File: src/rtl/fetch_pair_pkg.sv
// fetch_pair_pkg: shared constants, F2 bundle record and BTB sizing helper
// for the fetch_pair slice.
package fetch_pair_pkg;

    localparam logic [31:0] NOP             = 32'h0000_0013;
    localparam logic [31:0] DEF_RESET_PC    = 32'h0000_0000;
    localparam int          DEF_BTB_ENTRIES = 16;

    typedef struct packed {
        logic        valid;
        logic [31:0] pc;
        logic        fetched_0;
        logic        fetched_1;
        logic        taken_0;
        logic        taken_1;
    } f2_t;

    function automatic int btb_idx_w(input int entries);
        return $clog2(entries);
    endfunction

endpackage

File: src/rtl/fetch_btb.sv
// fetch_btb: direct-mapped branch target buffer with two lookup ports and one
// write/invalidate port; only the valid bits are reset.
module fetch_btb
    import fetch_pair_pkg::*;
#(
    parameter int ENTRIES = DEF_BTB_ENTRIES
) (
    input  logic        clock_i,
    input  logic        reset_n_i,
    input  logic [31:2] rd0_pc_i,
    input  logic [31:2] rd1_pc_i,
    output logic        rd0_hit_o,
    output logic        rd1_hit_o,
    output logic [31:0] rd0_target_o,
    output logic [31:0] rd1_target_o,
    input  logic        wr_valid_i,
    input  logic        wr_taken_i,
    input  logic [31:2] wr_pc_i,
    input  logic [31:0] wr_target_i,
    input  logic        inv_valid_i,
    input  logic [31:2] inv_pc_i
);

    localparam int IW = btb_idx_w(ENTRIES);
    localparam int TW = 30 - IW;

    logic [ENTRIES-1:0] valid_q, valid_d;
    logic [TW-1:0]      tag_q [ENTRIES];
    logic [TW-1:0]      tag_d [ENTRIES];
    logic [31:0]        target_q [ENTRIES];
    logic [31:0]        target_d [ENTRIES];
    logic [IW-1:0]      rd0_idx, rd1_idx, wr_idx, inv_idx;

    assign rd0_idx = rd0_pc_i[IW+1:2];
    assign rd1_idx = rd1_pc_i[IW+1:2];
    assign wr_idx  = wr_pc_i[IW+1:2];
    assign inv_idx = inv_pc_i[IW+1:2];

    assign rd0_hit_o    = valid_q[rd0_idx] && (tag_q[rd0_idx] == rd0_pc_i[31:IW+2]);
    assign rd1_hit_o    = valid_q[rd1_idx] && (tag_q[rd1_idx] == rd1_pc_i[31:IW+2]);
    assign rd0_target_o = target_q[rd0_idx];
    assign rd1_target_o = target_q[rd1_idx];

    // Invalidate is applied first so a same-index update overrides it.
    always_comb begin
        valid_d  = valid_q;
        tag_d    = tag_q;
        target_d = target_q;
        if (inv_valid_i)
            valid_d[inv_idx] = 1'b0;
        if (wr_valid_i) begin
            valid_d[wr_idx]  = wr_taken_i;
            tag_d[wr_idx]    = wr_pc_i[31:IW+2];
            target_d[wr_idx] = wr_target_i;
        end
    end

    always_ff @(posedge clock_i or negedge reset_n_i) begin
        if (!reset_n_i)
            valid_q <= '0;
        else
            valid_q <= valid_d;
    end

    always_ff @(posedge clock_i) begin
        tag_q    <= tag_d;
        target_q <= target_d;
    end

endmodule

File: src/rtl/fetch_pair.sv
// fetch_pair: dual-issue fetch stage producing aligned instruction pairs for decode.
// Define FETCH_BTB_EN to add the fetch_btb branch predictor.
module fetch_pair
    import fetch_pair_pkg::*;
#(
    parameter logic [31:0] RESET_PC    = DEF_RESET_PC,
    parameter int          BTB_ENTRIES = DEF_BTB_ENTRIES
) (
    input  logic        clock_i,
    input  logic        reset_n_i,
    output logic [31:0] imem_addr_o,
    output logic        imem_req_o,
    input  logic [63:0] imem_data_i,
    input  logic        stall_i,
    input  logic        redirect_i,
    input  logic [31:0] redirect_pc_i,
    input  logic        wasnt_branch_i,
    input  logic [31:0] fixed_pc_i,
    input  logic        upd_valid_i,
    input  logic        upd_taken_i,
    input  logic [31:0] upd_pc_i,
    input  logic [31:0] upd_target_i,
    output logic [31:0] inst0_o,
    output logic [31:0] inst1_o,
    output logic [31:0] pc_0_o,
    output logic [31:0] pc_1_o,
    output logic        was_fetched_0_o,
    output logic        was_fetched_1_o,
    output logic        pred_taken_0_o,
    output logic        pred_taken_1_o
);

    logic [31:0] pc_q, pc_d, pc_0, target_0, target_1;
    logic        hit_0, hit_1, fetched_0, fetched_1, taken_0, taken_1, wb_ok, flush;
    f2_t         f2_q, f2_d;

    assign pc_0        = {pc_q[31:3], 3'b000};
    assign fetched_0   = !pc_q[2];
    assign taken_0     = fetched_0 && hit_0;
    assign fetched_1   = !taken_0;
    assign taken_1     = fetched_1 && hit_1;
    assign wb_ok       = wasnt_branch_i && !stall_i;
    assign flush       = redirect_i || wb_ok;
    assign imem_addr_o = pc_0;
    assign imem_req_o  = !stall_i || redirect_i;

`ifdef FETCH_BTB_EN
    logic unused_upd_lsbs;
    assign unused_upd_lsbs = ^upd_pc_i[1:0];

    fetch_btb #(.ENTRIES(BTB_ENTRIES)) u_btb (
        .clock_i      (clock_i),
        .reset_n_i    (reset_n_i),
        .rd0_pc_i     (pc_0[31:2]),
        .rd1_pc_i     (pc_0[31:2] + 30'd1),
        .rd0_hit_o    (hit_0),
        .rd1_hit_o    (hit_1),
        .rd0_target_o (target_0),
        .rd1_target_o (target_1),
        .wr_valid_i   (upd_valid_i),
        .wr_taken_i   (upd_taken_i),
        .wr_pc_i      (upd_pc_i[31:2]),
        .wr_target_i  (upd_target_i),
        .inv_valid_i  (wb_ok),
        .inv_pc_i     (fixed_pc_i[31:2])
    );
`else
    logic unused_btb;
    assign unused_btb = ^{upd_valid_i, upd_taken_i, upd_pc_i, upd_target_i, BTB_ENTRIES != 0};
    assign {hit_0, hit_1, target_0, target_1} = '0;
`endif

    always_comb begin
        pc_d = redirect_i ? redirect_pc_i :
               wb_ok      ? fixed_pc_i + 32'd4 :
               stall_i    ? pc_q :
               taken_0    ? target_0 :
               taken_1    ? target_1 : pc_0 + 32'd8;
        f2_d = f2_q;
        if (flush)
            f2_d.valid = 1'b0;
        else if (!stall_i)
            f2_d = '{1'b1, pc_0, fetched_0, fetched_1, taken_0, taken_1};
    end

    always_ff @(posedge clock_i or negedge reset_n_i) begin
        if (!reset_n_i) begin
            pc_q <= RESET_PC;
            f2_q <= '0;
        end else begin
            pc_q <= pc_d;
            f2_q <= f2_d;
        end
    end

    // Memory holds its output while req is low, so data stays paired with F2.
    assign inst0_o         = f2_q.valid ? imem_data_i[31:0]  : NOP;
    assign inst1_o         = f2_q.valid ? imem_data_i[63:32] : NOP;
    assign pc_0_o          = f2_q.valid ? f2_q.pc : '0;
    assign pc_1_o          = f2_q.valid ? f2_q.pc + 32'd4 : '0;
    assign was_fetched_0_o = f2_q.valid && f2_q.fetched_0;
    assign was_fetched_1_o = f2_q.valid && f2_q.fetched_1;
    assign pred_taken_0_o  = f2_q.valid && f2_q.taken_0;
    assign pred_taken_1_o  = f2_q.valid && f2_q.taken_1;

endmodule

File: config.mk
export PLATFORM = sky130hd
export DESIGN_NAME = fetch_pair
export DESIGN_NICKNAME = d
export VERILOG_FILES = /design/src/rtl/fetch_pair_pkg.sv /design/src/rtl/fetch_btb.sv /design/src/rtl/fetch_pair.sv
export SDC_FILE = /design/constraint.sdc
export NUM_CORES = 1
export LEC_CHECK = 0
export ABC_AREA = 0
export CAP_MARGIN = 15
export CORE_AREA = 10 10 133 135
export CTS_CLUSTER_DIAMETER = 100
export CTS_CLUSTER_SIZE = 12
export DETAILED_ROUTE_END_ITERATION = 8
export DIE_AREA = 0 0 143 145
export HOLD_SLACK_MARGIN = 0.05
export PLACE_DENSITY = 0.79
export REMOVE_ABC_BUFFERS = 1
export SLEW_MARGIN = 20
export SYNTH_ARGS = -nofsm -noshare
export SYNTH_HDL_FRONTEND = slang
export SYNTH_SLANG_ARGS = --single-unit
File: constraint.sdc
create_clock -name clock_i -period 3.49 [get_ports clock_i]
set_clock_uncertainty 0.05 [all_clocks]
set_input_delay 0.698 -clock clock_i [delete_from_list [all_inputs] [get_ports clock_i]]
set_output_delay 0.698 -clock clock_i [all_outputs]
set_load 0.05 [all_outputs]
==> flow_summary_export.csv, run 1 <==
group,metric,value,unit
global_route,antenna_found_initial,1,
cts,hold_buffers,0,
yosys,ys_warn_count,0,
floorplanning,die-area,0.0207,sq mm
routing,dr.pass1.iters,5,
yosys,synth_cells,669,
run_status,outcome,"finished clean",
global_route,grt_max_degree,63,
timing,rsz0062_at_grt,"false",
global_route,grt.busiest_layer,"met2",
flow_run,maxCapViolCount,0,
timing,hold_violations,0,
yosys,synth_flop_cell,"dfrtp_1",
floorplanning,start_util,34.1,%
cts,cts_setup_buffers,0,
timing,fin_crit_sh,92.1,%
finish,nets,1087,
timing,fmax,311,MHz
floorplanning,fp.dieH,145,microns
global_route,groute.usage.overall,19.0,%
worst_setup_path,critPathKind,"register to output pin",
worst_setup_path,cp-end-kind,"output pin",
worst_setup_path,crit_arrival,2.47,ns
routing,drcViolationCount,0,
routing,viasPerCell,5.15,
timing,slew_headroom,45.5,%
worst_hold_path,hp-class,"register to register",
global_route,grt_pass1_vias,5452,
global_route,overflow,0,
pwr,p_leak,3.27,nW
place,hpwlAfterDp,16500,microns
cts,clock_sinks,62,
cts,cts_tree,"built",
timing,slew_violations,0,
timing,fin_hold_ws,0.407,ns
worst_setup_path,cp.required,2.74,ns
timing,worst_slack,0.277,ns
pwr,ir_drop,0.220,mV
yosys,yosysSeqAreaShare,30.3,%
place,port_buffers,283,
floorplanning,fp.coreArea,0.0150,sq mm
yosys,ys_async_sr_fraction,100,%
finish,area_delta_synth_final,56.6,%
yosys,synth_edf_count,0,
place,globalplace.congestion,0.835,
global_route,grt_pass1_wl,31700,microns
routing,drt_iter0_drc,503,
global_route,use_met2,32.9,%
yosys,ys_ff_latch,62,
routing,ant_nets,0,
cts,cts_resized,0,
global_route,use_met1,22.5,%
pwr,power_density,370,mW/mm^2
cts,cts_inserted_buffers,9,
timing,setup_viol,0,
routing,routedWlPerCell,19.2,microns
timing,tightest_slew,0.817,ns
routing,vias,5567,
yosys,avgSynthCellArea,7.66,sq um
floorplanning,pin_count,364,
routing,wl,20800,microns
cts,clk_pin_slew,0.05,ns
floorplanning,die_w,143,microns
worst_setup_path,r2r_slack,1.02,ns
worst_setup_path,cp_max_fo,39,
yosys,synth_area,0.00513,sq mm
place,pre_cts_slack,0.499,ns
finish,fillers,1406,
timing,fin_crit,3.21,ns
timing,fin_tns_setup,0,ns
cts,clockBufferDepth,2,
floorplanning,rows,45,
finish,layout-drive-gt1-share,5.50,%
global_route,use_met3,3.78,%
cts,clockRootBuffer,"clkbuf_16",
worst_setup_path,start_kind,"register",
cts,cts_max_level,3,
cts,clk_latency,0.33,ns
yosys,synth_cell_types,58,
worst paths after layout:
kind,start,end,cells after the start
min in group asynchronous,reset_n_i,f2_q[8],2
setup / recovery,f2_q[36],pc_0_o[10],3
hold / removal,f2_q[2],f2_q[2],1
max in group asynchronous,reset_n_i,f2_q[36],2
hold reg to reg,f2_q[2],f2_q[2],1
setup reg to reg,pc_q[3],pc_q[25],6
cell usage in the layout, fill, tap and decap left out, types with 6 or more instances in the layout:
cell / Yosys / layout
a31oi_1: 8 / 8
o21ai_0: 25 / 25
inv_1: 12 / 12
and2_1: 92 / 92
clkdlybuf4s50_1: 0 / 281
conb_1: 1 / 10
xnor2_1: 18 / 18
clkbuf_16: 0 / 9
nor4_1: 8 / 8
nand2b_1: 8 / 8
and3_1: 19 / 19
and4_1: 6 / 6
nand4_1: 20 / 20
buf_4: 70 / 17
nor3_1: 13 / 13
dfrtp_1: 62 / 61
xor2_1: 7 / 7
a21oi_1: 25 / 25
nand3_1: 21 / 21
nor2_1: 35 / 34
nand2_1: 113 / 112
layer usage:
| metal | wire, microns | vias up |
|---|---|---|
| met3 | 1510 | 40 |
| li1 | - | 2670 |
| met1 | 8320 | 2603 |
| met4 | 459 | 0 |
| met2 | 10500 | 254 |
| met5 | 0 | - |
cells in the mapped netlist (all sizes together) (4+ instances only):
cell | instances | area [sq um]
buf | 76 | 559
o211ai | 4 | 30.0
a21oi | 25 | 125
a211oi | 5 | 37.5
nor4 | 9 | 71.3
a31oi | 8 | 50.1
nand2b | 8 | 50.1
nand3 | 24 | 135
a221oi | 4 | 35.0
xnor2 | 18 | 158
o22ai | 4 | 25.0
nor3 | 14 | 75.1
and2 | 92 | 576
o21ai | 25 | 125
inv | 12 | 45.0
o221ai | 4 | 35.0
and3 | 20 | 126
xor2 | 7 | 61.3
nand2 | 113 | 424
dfrtp | 62 | 1550
clkbuf | 27 | 101
nor2 | 35 | 131
and4 | 6 | 52.6
nand4 | 21 | 146
state kept, by name, summed over array words and instances (netlist names):
name	cells
f2_q	32
pc_q	30
where the power goes:
part	total, W	switching [W]	internal (W)
sequential	0.000938	0.000118	0.000820
combinational	0.00108	0.000662	0.000419
clock	0.000954	0.000326	0.000628
total	0.00297	0.00111	0.00187
worst max-delay path, stage by stage (launching register included):
cell             delay (ns)
dfrtp_2                0.74
buf_4                  0.36
and2_1                 0.21
clkdlybuf4s50_1        0.82
final cells by class:
cell class / instances / area [sq um] / share of cell area, %
repair buffers: 300 / 2970 / 36.9
multi-input cells: 500 / 2900 / 36.2
flip-flops and latches: 62 / 1550 / 19.3
clock buffers: 13 / 280 / 3.49
well taps: 188 / 235 / 2.93
inverters: 13 / 48.8 / 0.608
clock inverters: 3 / 40.0 / 0.499
diodes: 1 / 2.50 / 0.0312
through the flow:
stage / instances / util [%] / total power (W) / cell area [sq um]
after global routing: 1080 / 53.4 / 0.00311 / 8030
after floorplan: 575 / - / 0.00152 / 4500
after CTS: 1079 / 53.4 / 0.00299 / 8030
after global placement: 1063 / 51.3 / 0.00201 / 7710
after detailed placement: 1063 / 51.3 / 0.00203 / 7710
final: 1080 / 53.4 / 0.00297 / 8030
cell families (layout without fill, tap and decap cells):
kind of cell,after synthesis,in the layout,share of synthesized area (%)
AO/OA/AOI/OAI,113,113,14.8
adder cells (fa/ha/maj),2,2,0.488
other,1,11,0.0732
AND/OR/NAND/NOR,347,347,35.7
buffers and inverters,116,329,13.8
flip-flops,62,62,30.3
XOR/XNOR,25,25,4.27
multiplexers,3,3,0.586
(Power assumes the default switching activity.)
==> run 2, diff against run 1 <==
--- a/config.mk
+++ b/config.mk
@@ -6,6 +6,7 @@
 export NUM_CORES = 1
 export LEC_CHECK = 0
 export ABC_AREA = 0
+export ABC_CLOCK_PERIOD_IN_PS = 3490
 export CAP_MARGIN = 15
 export CORE_AREA = 10 10 133 135
 export CTS_CLUSTER_DIAMETER = 100
==> results of run 2 <==
The final DEF is identical to that of run 1; final timing and power are the same.
